[config.mk]
export PLATFORM = sky130hd
export DESIGN_NAME = fetch_unit
export DESIGN_NICKNAME = d
export VERILOG_FILES = /design/src/rtl/fetch_unit.sv
export SDC_FILE = /design/constraint.sdc
export NUM_CORES = 1
export LEC_CHECK = 0
export BUFFER_PORTS_ARGS = -buffer_cell sky130_fd_sc_hd__buf_2
export CORE_ASPECT_RATIO = 0.6
export CORE_MARGIN = 1.5
export CORE_UTILIZATION = 40
export CTS_CLUSTER_DIAMETER = 60
export DETAILED_ROUTE_END_ITERATION = 12
export GPL_ROUTABILITY_DRIVEN = 0
export GPL_TIMING_DRIVEN = 0
export HOLD_SLACK_MARGIN = 0.12
export PLACE_DENSITY = 0.68
export SETUP_SLACK_MARGIN = 0.02
export SYNTH_ARGS = -nofsm -noshare
export SYNTH_HDL_FRONTEND = slang
export SYNTH_SLANG_ARGS = --single-unit
export TNS_END_PERCENT = 20
[constraint.sdc]
create_clock -name clk -period 8.7 [get_ports clk]
set_input_delay 2.175 -clock clk [delete_from_list [all_inputs] [get_ports clk]]
set_output_delay 2.175 -clock clk [all_outputs]
set_load 0.05 [all_outputs]
[src/rtl/fetch_unit.sv]
// Instruction fetch front end: drives a combinational ROM port from the fetch
// PC, buffers fetched words (or fetch faults) in a small FIFO and hands them
// to decode through a valid/ready handshake. Redirects flush the queue and
// reload the fetch PC; a fetch fault halts fetching until the next redirect.
module fetch_unit #(
  parameter logic [31:0] RESET_PC = 32'h0000_0000,
  parameter int          DEPTH    = 2
) (
  input  logic        clk,
  input  logic        reset,
  output logic [31:0] rom_addr,
  input  logic [31:0] rom_data,
  input  logic        rom_accessable,
  input  logic        redirect_valid,
  input  logic [31:0] redirect_pc,
  output logic        out_valid,
  input  logic        out_ready,
  output logic [31:0] out_instr,
  output logic [31:0] out_pc,
  output logic        out_fault,
  output logic        fetch_stopped
);

  localparam int PW = (DEPTH > 2) ? $clog2(DEPTH) : 1;
  localparam logic [PW:0]   FULL_COUNT = (PW + 1)'(DEPTH);
  localparam logic [PW:0]   CNT_ONE    = (PW + 1)'(1);
  localparam logic [PW-1:0] PTR_ONE    = PW'(1);

  logic [31:0]   fetch_pc;
  logic          stopped;
  logic [PW:0]   count;
  logic [PW-1:0] wr_ptr;
  logic [PW-1:0] rd_ptr;

  logic [31:0] instr_q [DEPTH];
  logic [31:0] pc_q    [DEPTH];
  logic        fault_q [DEPTH];

  logic push;
  logic pop;

  assign rom_addr      = fetch_pc;
  assign fetch_stopped = stopped;

  assign out_valid = (count != '0);
  assign out_instr = out_valid ? instr_q[rd_ptr] : 32'h0;
  assign out_pc    = out_valid ? pc_q[rd_ptr]    : 32'h0;
  assign out_fault = out_valid ? fault_q[rd_ptr] : 1'b0;

  assign pop  = out_valid & out_ready;
  assign push = ~redirect_valid & ~stopped & ((count < FULL_COUNT) | pop);

  // Queue storage: an inaccessible address is recorded as a fault entry with a zero word.
  always_ff @(posedge clk) begin
    if (push) begin
      instr_q[wr_ptr] <= rom_accessable ? rom_data : 32'h0;
      pc_q[wr_ptr]    <= fetch_pc;
      fault_q[wr_ptr] <= ~rom_accessable;
    end
  end

  // Fetch PC, stop flag and queue bookkeeping; a redirect overrides everything else.
  always_ff @(posedge clk or negedge reset) begin
    if (!reset) begin
      fetch_pc <= RESET_PC;
      stopped  <= 1'b0;
      count    <= '0;
      wr_ptr   <= '0;
      rd_ptr   <= '0;
    end else if (redirect_valid) begin
      fetch_pc <= redirect_pc;
      stopped  <= 1'b0;
      count    <= '0;
      wr_ptr   <= '0;
      rd_ptr   <= '0;
    end else begin
      if (push) begin
        wr_ptr <= wr_ptr + PTR_ONE;
        if (rom_accessable) begin
          fetch_pc <= fetch_pc + 32'd4;
        end else begin
          stopped <= 1'b1;
        end
      end
      if (pop) begin
        rd_ptr <= rd_ptr + PTR_ONE;
      end
      case ({push, pop})
        2'b10:   count <= count + CNT_ONE;
        2'b01:   count <= count - CNT_ONE;
        default: count <= count;
      endcase
    end
  end

endmodule

Yosys cells after proc, flatten, opt, wreduce, memory -nomap -nowiden
Memories as Yosys holds them, arrays and structs flattened.
Index checks and enable logic that the tools add are counted.

word-level totals
  bits in registers = 37
  memory bits (writable) = 130
  word-level logic and storage cells = 49
  memories = 3

memories
  name     words  width  rd ports  clocked after Yosys merged registers in  wr ports  line  RTL
  instr_q  2      32     1         0                                        1         35    logic [31:0] instr_q [DEPTH];
  pc_q     2      32     1         0                                        1         36    logic [31:0] pc_q [DEPTH];
  fault_q  2      1      1         0                                        1         37    logic fault_q [DEPTH];

operators by class
  $add $sub $neg = 5
  order comparisons = 1
  eq/ne operators = 3
  muxes and demuxes = 18
  bitwise gates (word level) = 7
  reductions and logical operators = 7

operators with widths
  cell                   count
  $mux 32                6
  $add 32x3->32 const B  1
  $mux 1                 10
  $reduce_bool 2->1      4
  $pmux 2 s2             1
  $reduce_and 2->1       2
  $and 1x1->1            3
  $not 1->1              3
  $reduce_bool 3->1      1
  $add 1x1->1 const B    2
  $add 2x1->2 const B    1
  $eq 2x1->1 const B     1
  $eq 2x2->1 const B     1
  $lt 2x2->1 const B     1
  $mux 2                 1
  $ne 2x1->1 const B     1
  $sub 2x1->2 const B    1
  $or 1x1->1             1

Logic depth before layout (Yosys ltp)
Gate-level depths: netlist of run 1.

  depth in word-level cells = 7
  mapped depth = 7

Least setup slack after synthesis of run 1
Ideal clock, no wire load.

  path kind = input port to flip-flop
  start = in redirect_valid
  end = mem fault_q[1], enable pin
  library setup time = 0.671 ns
  arrival time = 9.173 ns
  required time = 8.029 ns
  setup slack = -1.144 ns
  stages = 2
  cells stage by stage = buf_1 -> nor4b_1

on the way
  cells in the longest elaborated chain, start to end = 5

RTL lines
  what                          line  RTL
  start, declared               14    input logic redirect_valid,
  $not 1->1                     51    assign push = ~redirect_valid & ~stopped & ((count < FULL_COUNT) | pop);
  $and 1x1->1 (2 in a row)      51
  $mux 1                        55    if (push) begin
  $mux 1 (not written as such)  58    fault_q[wr_ptr] <= ~rom_accessable;
  end, declared                 37

No other way between the ends.

Worst setup path in the final report of run 1
  start = reg rd_ptr
  end = out out_pc[5]

on the way
  cells in the longest elaborated chain, start to end = 2

RTL lines
  what                    line  RTL
  start, declared         33    logic [PW-1:0] rd_ptr;
  start signal, assigned  86    rd_ptr <= rd_ptr + PTR_ONE;
  $mem_v2 2x32            n/a
  $mux 32                 47    assign out_pc = out_valid ? pc_q[rd_ptr] : 32'h0;
  end, declared           19    output logic [31:0] out_pc,

No other way between the ends.

==> results of run 1 <==
==> state kept, by name, summed over array words and instances, names as in the netlist <==
register and cells:
rd_ptr 1, pc_q 64, fetch_stopped 1, wr_ptr 1, count 2, fault_q 2, rom_addr 32, instr_q 64
==> how the worst min path moves through the flow <==
stage	startpoint	to	depth (start not counted)
floorplan	wr_ptr	wr_ptr	2
global placement	rom_addr[0]	pc_q[1][0]	0
detailed placement	rom_addr[0]	pc_q[0][0]	0
CTS	rom_addr[1]	pc_q[1][1]	0
global route	rom_addr[1]	pc_q[1][1]	0
finish	rom_addr[1]	pc_q[0][1]	0
==> metal layers <==
metal	share of wire, %	wire, um	track usage (%)	vias to the layer above
met1	48	8300	28.1	2437
met3	6.3	1090	3.48	10
met4	0.71	123	4.58	0
met5	0	0	0	-
li1	-	-	-	2330
met2	45	7750	28.2	169
==> cell usage after synthesis (all sizes together), types with 3 or more instances <==
library cell / number
and2: 36
and3: 6
buf: 11
clkbuf: 22
dfrtp: 37
edfxtp: 130
inv: 6
mux2: 4
mux2i: 66
nand2: 36
nand3: 13
nand4: 12
nor2: 72
nor4: 11
nor4b: 3
o21ai: 31
xnor2: 16
xor2: 15
==> power by group through the flow <==
stage          combinational (mW)  clock, mW  sequential [mW]
6_report                    0.499      0.739            0.975
5_1_grt                     0.531      0.781            0.982
4_1_cts                     0.504      0.752            0.975
3_5_place_dp                0.502          0            0.992
3_3_place_gp                0.482          0             1.00
2_1_floorplan               0.309          0             1.04
==> area by class of cell <==
cell class	instances	area, sq um	share of cell area (%)
Clock inverter	13	141	1.56
Sequential cell	167	4830	53.2
Multi-Input combinational cell	332	2230	24.6
Tap cell	234	293	3.22
Buffer	33	143	1.57
Timing Repair Buffer	181	973	10.7
Clock buffer	19	443	4.88
Inverter	6	22.5	0.248
==> kinds of logic after synthesis <==
family,after synthesis
AO/OA/AOI/OAI,34
adder cells (fa/ha/maj),1
multiplexers,70
AND/OR/NAND/NOR,196
flip-flops,167
XOR/XNOR,31
buffers and inverters,39
==> worst max-delay path: stages, from the launching register on <==
cell and delay, ns:
dfrtp_1 0.32, clkbuf_1 0.12, clkbuf_1 0.63, buf_1 0.65, mux2i_1 0.18, nor2_1 0.18
buf_2 0.29
==> qor.csv, run 1 <==
stage;metric;value;unit
clock_tree;cts_tree;done;
synthesis;syn_nets;608;
worst_setup_path;crit_type;reg -> out;
timing;rsz0062_at_grt;false;
worst_setup_path;worstSetupStartpoint;rd_ptr;
worst_setup_path;path_max_fanout;10;
synthesis;synth_adder_area_share;0.174;%
layout;fin_nets;808;
layout;utilization;52.2;%
timing;max_freq;201;MHz
timing;relSlewSlack;32.4;%
clock_tree;cts_root_buffer;clkbuf_16;
pwr;netSwitchingPower;0.736;mW
timing;setup_viol;0;
layout;nFillCells;1545;
synthesis;synth_top_area_share;54.2;%
drt;drc;0;
pwr;finalPower;2.21;mW
status;status;finished, final reports clean;
floorplan;fp.dieW;176;um
worst_setup_path;reg2reg_depth;5;
synthesis;ys_dominant_reg_cell;edfxtp_1;
timing;slew_viol_final;0;
placed_design;post-dp-hpwl;12.9;mm
worst_setup_path;required;6.53;ns
pwr;pwr-share-clk;33.4;%
worst_setup_path;r2r-end;rom_addr[19];
clock_tree;cts_sinks;167;
synthesis;ys_seq_area_share;67.0;%
layout;final_common_cell;buf_2;
grt;antenna_found_initial;0;
floorplan;rows;37;
drt;post_drt_wl_per_cell;17.5;um
clock_tree;post_cts_buffers;0;
grt;grt_pass1_wl;26.7;mm
clock_tree;ctsHoldBuffers;0;
timing;clock_skew;0.0132;ns
clock_tree;cts_buffers;17;
drt;drt_pass1_iterations;7;
synthesis;syn_area_per_cell;13.4;sq um
worst_setup_path;end_kind;primary output;
floorplan;die_h;107;um
pwr;pwr-share-comb;22.5;%
placed_design;portBuffers;166;
synthesis;synth_cell_types;34;
synthesis;synth_top_family_by_area;simple AND/OR/NAND/NOR gates;
grt;gr-total-overflow;0;
pwr;p_per_area;244;mW/mm^2
timing;hold_violations;0;
pwr;p_leak;3.58;nW
synthesis;ys_ff_latch;167;
synthesis;synth_warnings;0;
placed_design;post_dp_cell_area;0.00850;sq mm
timing;worstMarginPinSlew;1.01;ns
grt;grt_usage;18.8;%
clock_tree;clkTransAtPathRegs;0.06;ns
timing;tns;0;ns
synthesis;synthCells;538;
pwr;p_sw_share;33.2;%
layout;antenna_cells;0;
synthesis;synth_compound_area_share;2.41;%
floorplan;core;0.0174;sq mm
placed_design;dp_cells;953;
layout;finalNonFillerCells;985;
synthesis;muxShareOfSynthArea;9.79;%
clock_tree;clk_latency;0.42;ns
layout;final_area;0.00908;sq mm
synthesis;synth-simple-area-share;14.6;%
pwr;power.internal;1.48;mW
clock_tree;htreeDepth;4;
synthesis;synth_area;0.00721;sq mm
synthesis;async_flop_share;22.2;%
worst_setup_path;crit_end;out_pc[5];
timing;finalCritPeriodShare;57.1;%
synthesis;synth_area_leaders;edfxtp_1 (54%), dfrtp_1 (13%), mux2i_1 (9.2%), nor2_1 (3.7%), and2_1 (3.1%);
timing;holdWs;0.508;ns
pwr;vdd_drop_max;0.000119;V
synthesis;synth_edf_count;130;
synthesis;synth_top_area_cell;edfxtp_1;
grt;grt_pass1_vias;4902;
drt;drt-initial-drc-count;331;
drt;drt-total-wl;17.3;mm
layout;drive_gt1_share;31.3;%
drt;vias_per_cell;5.02;
layout;syn_to_final_growth;26.0;%
worst_setup_path;r2r_start;rom_addr[7];
layout;final_cell_mix;buf_2 (169), edfxtp_1 (130), nor2_1 (72);
flow_run;cap_viol_max_count;0;
clock_tree;postCtsResizedCells;0;
synthesis;synthXorXnorAreaFrac;3.77;%
drt;num_vias;4946;
grt;grt_max_degree;38;
drt;ant_nets;0;
floorplan;initial_core_util;41.4;%
floorplan;io_pins;168;
clock_tree;clk_path_buf_depth;2;
floorplan;die-area;0.0189;sq mm
timing;period_minus_slack;4.96;ns
placed_design;post-place-ws;4.08;ns
worst_setup_path;crit_path_start_kind;flip-flop;
pwr;pwr-share-seq;44.1;%
worst_setup_path;cp.arrival;2.79;ns
hold_path;min_path_type;reg -> reg;
worst_setup_path;reg2reg_setup_slack;6.35;ns
timing;fin_ws;3.74;ns
(Power assumes the default switching activity.)
==> inputs of run 2 (changes only) <==
==> constraint.sdc (replaced) <==
create_clock -name clk -period 5 [get_ports clk]
set_input_delay 1.25 -clock clk [delete_from_list [all_inputs] [get_ports clk]]
set_output_delay 1.25 -clock clk [all_outputs]
set_load 0.05 [all_outputs]
==> qor.csv, run 2 (same netlist as run 1, synthesis figures left out) <==
stage;metric;value;unit
grt;grt_pass1_wl;26.1;mm
worst_setup_path;reg2reg_depth;5;
drt;drc;0;
clock_tree;ctsHoldBuffers;0;
grt;grt_max_degree;38;
hold_path;hp-start;rom_addr[0];
floorplan;die_h;107;um
drt;post_drt_wl_per_cell;17.3;um
worst_setup_path;slowest_stage;buf_1;
timing;slew_viol_final;0;
clock_tree;clk_path_buf_depth;2;
worst_setup_path;cp_top_family;buffers and inverters;
timing;fin_ws;0.979;ns
worst_setup_path;crit_top_cell;clkbuf_1;
worst_setup_path;crit_type;reg -> out;
drt;drt_pass1_iterations;4;
flow_run;cap_viol_max_count;0;
timing;hold_violations;0;
layout;antenna_cells;0;
timing;max_freq;249;MHz
timing;finalCritPeriodShare;80.4;%
worst_setup_path;r2r-end;rom_addr[19];
clock_tree;clkTransAtPathRegs;0.06;ns
hold_path;min_to;pc_q[1][0];
clock_tree;post_cts_buffers;0;
timing;relSlewSlack;34.9;%
hold_path;whs_path_depth;0;
clock_tree;clk_latency;0.42;ns
worst_setup_path;path_max_fanout;10;
floorplan;rows;37;
worst_setup_path;slowest_delay;0.65;ns
floorplan;io_pins;168;
placed_design;post-place-ws;1.41;ns
status;status;finished, final reports clean;
clock_tree;cts_buffers;17;
clock_tree;postCtsResizedCells;0;
timing;clock_skew;0.00696;ns
drt;vias_per_cell;5.02;
timing;period_minus_slack;4.02;ns
drt;ant_nets;0;
layout;final_area;0.00913;sq mm
worst_setup_path;cp.arrival;2.77;ns
timing;tns;0;ns
pwr;finalPower;3.96;mW
drt;drt-initial-drc-count;384;
clock_tree;cts_root_buffer;clkbuf_16;
clock_tree;htreeDepth;4;
worst_setup_path;reg2reg_setup_slack;2.62;ns
layout;drive_gt1_share;31.1;%
grt;grt_usage;18.6;%
worst_setup_path;critPathBufInv;4;
pwr;p_per_area;434;mW/mm^2
layout;fin_nets;804;
grt;gr-total-overflow;0;
drt;drt-total-wl;17.0;mm
placed_design;post-dp-hpwl;12.2;mm
clock_tree;cts_sinks;167;
pwr;vdd_drop_max;0.000177;V
floorplan;fp.dieW;176;um
floorplan;die-area;0.0189;sq mm
worst_setup_path;crit_path_start_kind;flip-flop;
timing;worstMarginPinSlew;0.972;ns
worst_setup_path;r2r_start;fetch_stopped;
floorplan;initial_core_util;41.4;%
worst_setup_path;required;3.75;ns
worst_setup_path;end_kind;primary output;
timing;rsz0062_at_grt;false;
worst_setup_path;path_cells;clkbuf_1, clkbuf_1, buf_1, mux2i_1, nor2_1, buf_2;
floorplan;core;0.0174;sq mm
drt;num_vias;4920;
layout;final_cell_mix;buf_2 (169), edfxtp_1 (130), nor2_1 (72);
grt;grt_pass1_vias;4903;
placed_design;portBuffers;166;
clock_tree;cts_tree;done;
hold_path;min_path_type;reg -> reg;
timing;setup_viol;0;
layout;final_common_cell;buf_2;
pwr;p_leak;3.59;nW
grt;antenna_found_initial;0;
layout;syn_to_final_growth;26.7;%
placed_design;post_dp_cell_area;0.00850;sq mm
[run 2: changes by cell type in the layout (fill, tap and decap cells not counted), sizes merged]
cell / before / now
inv: 11 / 9
bufinv: 1 / 4
buf: 192 / 188
clkbuf: 41 / 40
[run 2: report_power, final]
group | internal [mW] | switching [mW]
Sequential | 1.63 | 0.0652
Clock | 0.855 | 0.547
Combinational | 0.227 | 0.642
[run 2: area by class of cell]
| class | count | area, sq um |
|---|---|---|
| plain buffers | 33 | 143 |
| inverters | 6 | 22.5 |
| clock inverters | 14 | 196 |
| well taps | 234 | 293 |
| clock buffers | 18 | 439 |
| flip-flops and latches | 167 | 4830 |
| multi-input cells | 332 | 2240 |
| fillers | 1524 | 8270 |
| repair buffers | 177 | 966 |
[run 2: stage by stage]
step,cells,hold slack (ns),utilization (%)
after detailed placement,949,0.497,48.8
after global placement,938,0.477,47.9
final,981,0.497,52.5
after global routing,981,0.542,52.5
after floorplan,538,0.542,-
after CTS,981,0.507,52.5
[run 2: how the worst max path moves through the flow]
| stage | slack (ns) | cells past startpoint | end | from |
|---|---|---|---|---|
| 2_1_floorplan | -0.65 | 2 | fault_q[0] | redirect_valid |
| 3_3_place_gp | -2.98 | 2 | instr_q[0][12] | redirect_valid |
| 3_5_place_dp | 1.41 | 6 | out_pc[19] | rd_ptr |
| 4_1_cts | 0.93 | 6 | out_pc[19] | rd_ptr |
| 5_1_grt | 0.75 | 6 | out_pc[16] | rd_ptr |
| 6_report | 0.98 | 6 | out_pc[16] | rd_ptr |
[run 2: per-layer routing]
| layer | GRT usage (%) | routed length, um | vias to the layer above |
|---|---|---|---|
| li1 | - | - | 2318 |
| met1 | 25.9 | 7870 | 2404 |
| met2 | 28.6 | 7760 | 190 |
| met3 | 5.60 | 1260 | 8 |
| met4 | 4.40 | 91 | 0 |
| met5 | 0 | 0 | - |
==> inputs of run 3 (changes only) <==
--- a/config.mk
+++ b/config.mk
@@ -14,7 +14,7 @@
 export GPL_ROUTABILITY_DRIVEN = 0
 export GPL_TIMING_DRIVEN = 0
 export HOLD_SLACK_MARGIN = 0.12
-export PLACE_DENSITY = 0.68
+export PLACE_DENSITY = 0.71
 export SETUP_SLACK_MARGIN = 0.02
 export SYNTH_ARGS = -nofsm -noshare
 export SYNTH_HDL_FRONTEND = slang
==> constraint.sdc (replaced) <==
create_clock -name clk -period 3.5 [get_ports clk]
set_input_delay 0.875 -clock clk [delete_from_list [all_inputs] [get_ports clk]]
set_output_delay 0.875 -clock clk [all_outputs]
set_load 0.05 [all_outputs]
==> qor.csv, run 3 (same netlist as run 1, synthesis figures left out) <==
stage;metric;value;unit
worst_setup_path;reg2reg_depth;6;
worst_setup_path;r2r_start;count[1];
worst_setup_path;cp.arrival;2.26;ns
floorplan;initial_core_util;41.4;%
clock_tree;clk_path_buf_depth;2;
clock_tree;clk_latency;0.42;ns
layout;fin_nets;805;
drt;ant_nets;0;
worst_setup_path;r2r-end;instr_q[1][26];
worst_setup_path;path_max_fanout;10;
layout;final_area;0.00912;sq mm
timing;max_freq;319;MHz
placed_design;portBuffers;166;
pwr;p_leak;3.60;nW
floorplan;rows;37;
worst_setup_path;required;2.62;ns
flow_run;cap_viol_max_count;0;
pwr;vdd_drop_max;0.000260;V
layout;final_common_cell;buf_2;
layout;nFillCells;1535;
worst_setup_path;worstSetupStartpoint;count[0];
clock_tree;clkTransAtPathRegs;0.07;ns
worst_setup_path;crit_type;reg -> out;
layout;antenna_cells;0;
worst_setup_path;end_kind;primary output;
floorplan;io_pins;168;
clock_tree;cts_sinks;167;
drt;drt_pass1_iterations;5;
timing;clock_skew;0.0151;ns
clock_tree;cts_tree;done;
drt;num_vias;4884;
placed_design;dp_cells;950;
timing;setup_viol;0;
timing;hold_violations;0;
layout;syn_to_final_growth;26.5;%
timing;finalCritPeriodShare;89.7;%
pwr;p_per_area;603;mW/mm^2
worst_setup_path;crit_path_start_kind;flip-flop;
timing;rsz0062_at_grt;false;
drt;post_drt_wl_per_cell;17.0;um
worst_setup_path;reg2reg_setup_slack;1.18;ns
floorplan;die_h;107;um
grt;antenna_found_initial;0;
clock_tree;cts_root_buffer;clkbuf_16;
layout;drive_gt1_share;31.8;%
clock_tree;cts_buffers;17;
timing;relSlewSlack;38.9;%
timing;worstMarginPinSlew;0.917;ns
worst_setup_path;crit_end;out_pc[6];
drt;drt-total-wl;16.7;mm
layout;finalNonFillerCells;982;
status;status;finished, final reports clean;
layout;final_cell_mix;buf_2 (171), edfxtp_1 (130), nor2_1 (72);
grt;grt_usage;18.3;%
grt;grt_pass1_wl;25.7;mm
floorplan;die-area;0.0189;sq mm
floorplan;fp.dieW;176;um
grt;grt_max_degree;38;
hold_path;min_path_type;reg -> reg;
placed_design;post-dp-hpwl;12.3;mm
clock_tree;htreeDepth;4;
floorplan;core;0.0174;sq mm
placed_design;post_dp_cell_area;0.00852;sq mm
drt;drc;0;
grt;grt_pass1_vias;4618;
timing;slew_viol_final;0;
grt;gr-total-overflow;0;
drt;vias_per_cell;4.97;
drt;drt-initial-drc-count;301;
timing;period_minus_slack;3.14;ns
## run 3: cell types whose count changed in the layout (fill, tap and decap cells not counted), sizes merged
cell and delta:
clkbuf +1, clkinv +2, clkinvlp -2, bufinv -4, inv +4
## run 3: final cells by class
| type | count | area, sq um | area share, % |
|---|---|---|---|
| Clock buffer | 18 | 439 | 4.82 |
| Sequential cell | 167 | 4830 | 53.0 |
| Tap cell | 234 | 293 | 3.21 |
| Multi-Input combinational cell | 332 | 2240 | 24.6 |
| Clock inverter | 14 | 155 | 1.70 |
| Timing Repair Buffer | 178 | 988 | 10.8 |
| Inverter | 6 | 22.5 | 0.247 |
| Buffer | 33 | 149 | 1.63 |
## run 3: power by group
part	internal [mW]	switching [mW]	leakage, nW
registers	2.32	0.0953	1.67
clock network	0.977	0.859	0.292
logic	0.329	0.915	1.64
## run 3: routing by layer
layer	part of all wire [%]	wire (um)	GRT usage, %	vias up
met5	0	0	0	-
met4	0.73	123	4.33	0
met3	5.9	980	3.72	8
met2	43	7220	26.4	166
met1	50	8410	28.1	2379
li1	-	-	-	2331
## run 3: what timing repair did
action / CTS / global route
hold buffers: 0 / 0
setup endpoints to repair: 35 / 21
buffers inserted: 0 / 0
gates resized for setup: 2 / 3
## run 3: worst min path at each step
stage / start / to / slack [ns] / cells past startpoint
final: rom_addr[1] / pc_q[1][1] / 0.50 / 0
after global routing: rom_addr[31] / pc_q[0][31] / 0.53 / 0
after CTS: rom_addr[1] / pc_q[1][1] / 0.50 / 0
after detailed placement: rom_addr[1] / pc_q[1][1] / 0.48 / 0
after global placement: rom_addr[0] / pc_q[0][0] / 0.48 / 0
after floorplan: count[1] / count[1] / 0.57 / 2
## run 3: metrics by stage
stage / total power, mW / TNS [ns] / worst slack, ns / utilization [%] / hold WS, ns
floorplan: 3.34 / -18.41 / -0.142 / - / 0.572
global placement: 3.68 / -216.71 / -1.67 / 48.0 / 0.477
detailed placement: 3.72 / 0 / 0.0826 / 49.0 / 0.484
CTS: 5.56 / 0 / 0.0418 / 52.4 / 0.502
global route: 5.72 / 0 / 0.139 / 52.4 / 0.527
finish: 5.50 / 0 / 0.361 / 52.4 / 0.504
## run 3: critical path, cell delays in order, from the launching register on
cell and delay (ns):
dfrtp_1 0.42, nor2_1 0.25, clkbuf_2 0.36, clkbuf_1 0.44, nor2_1 0.15, buf_2 0.24
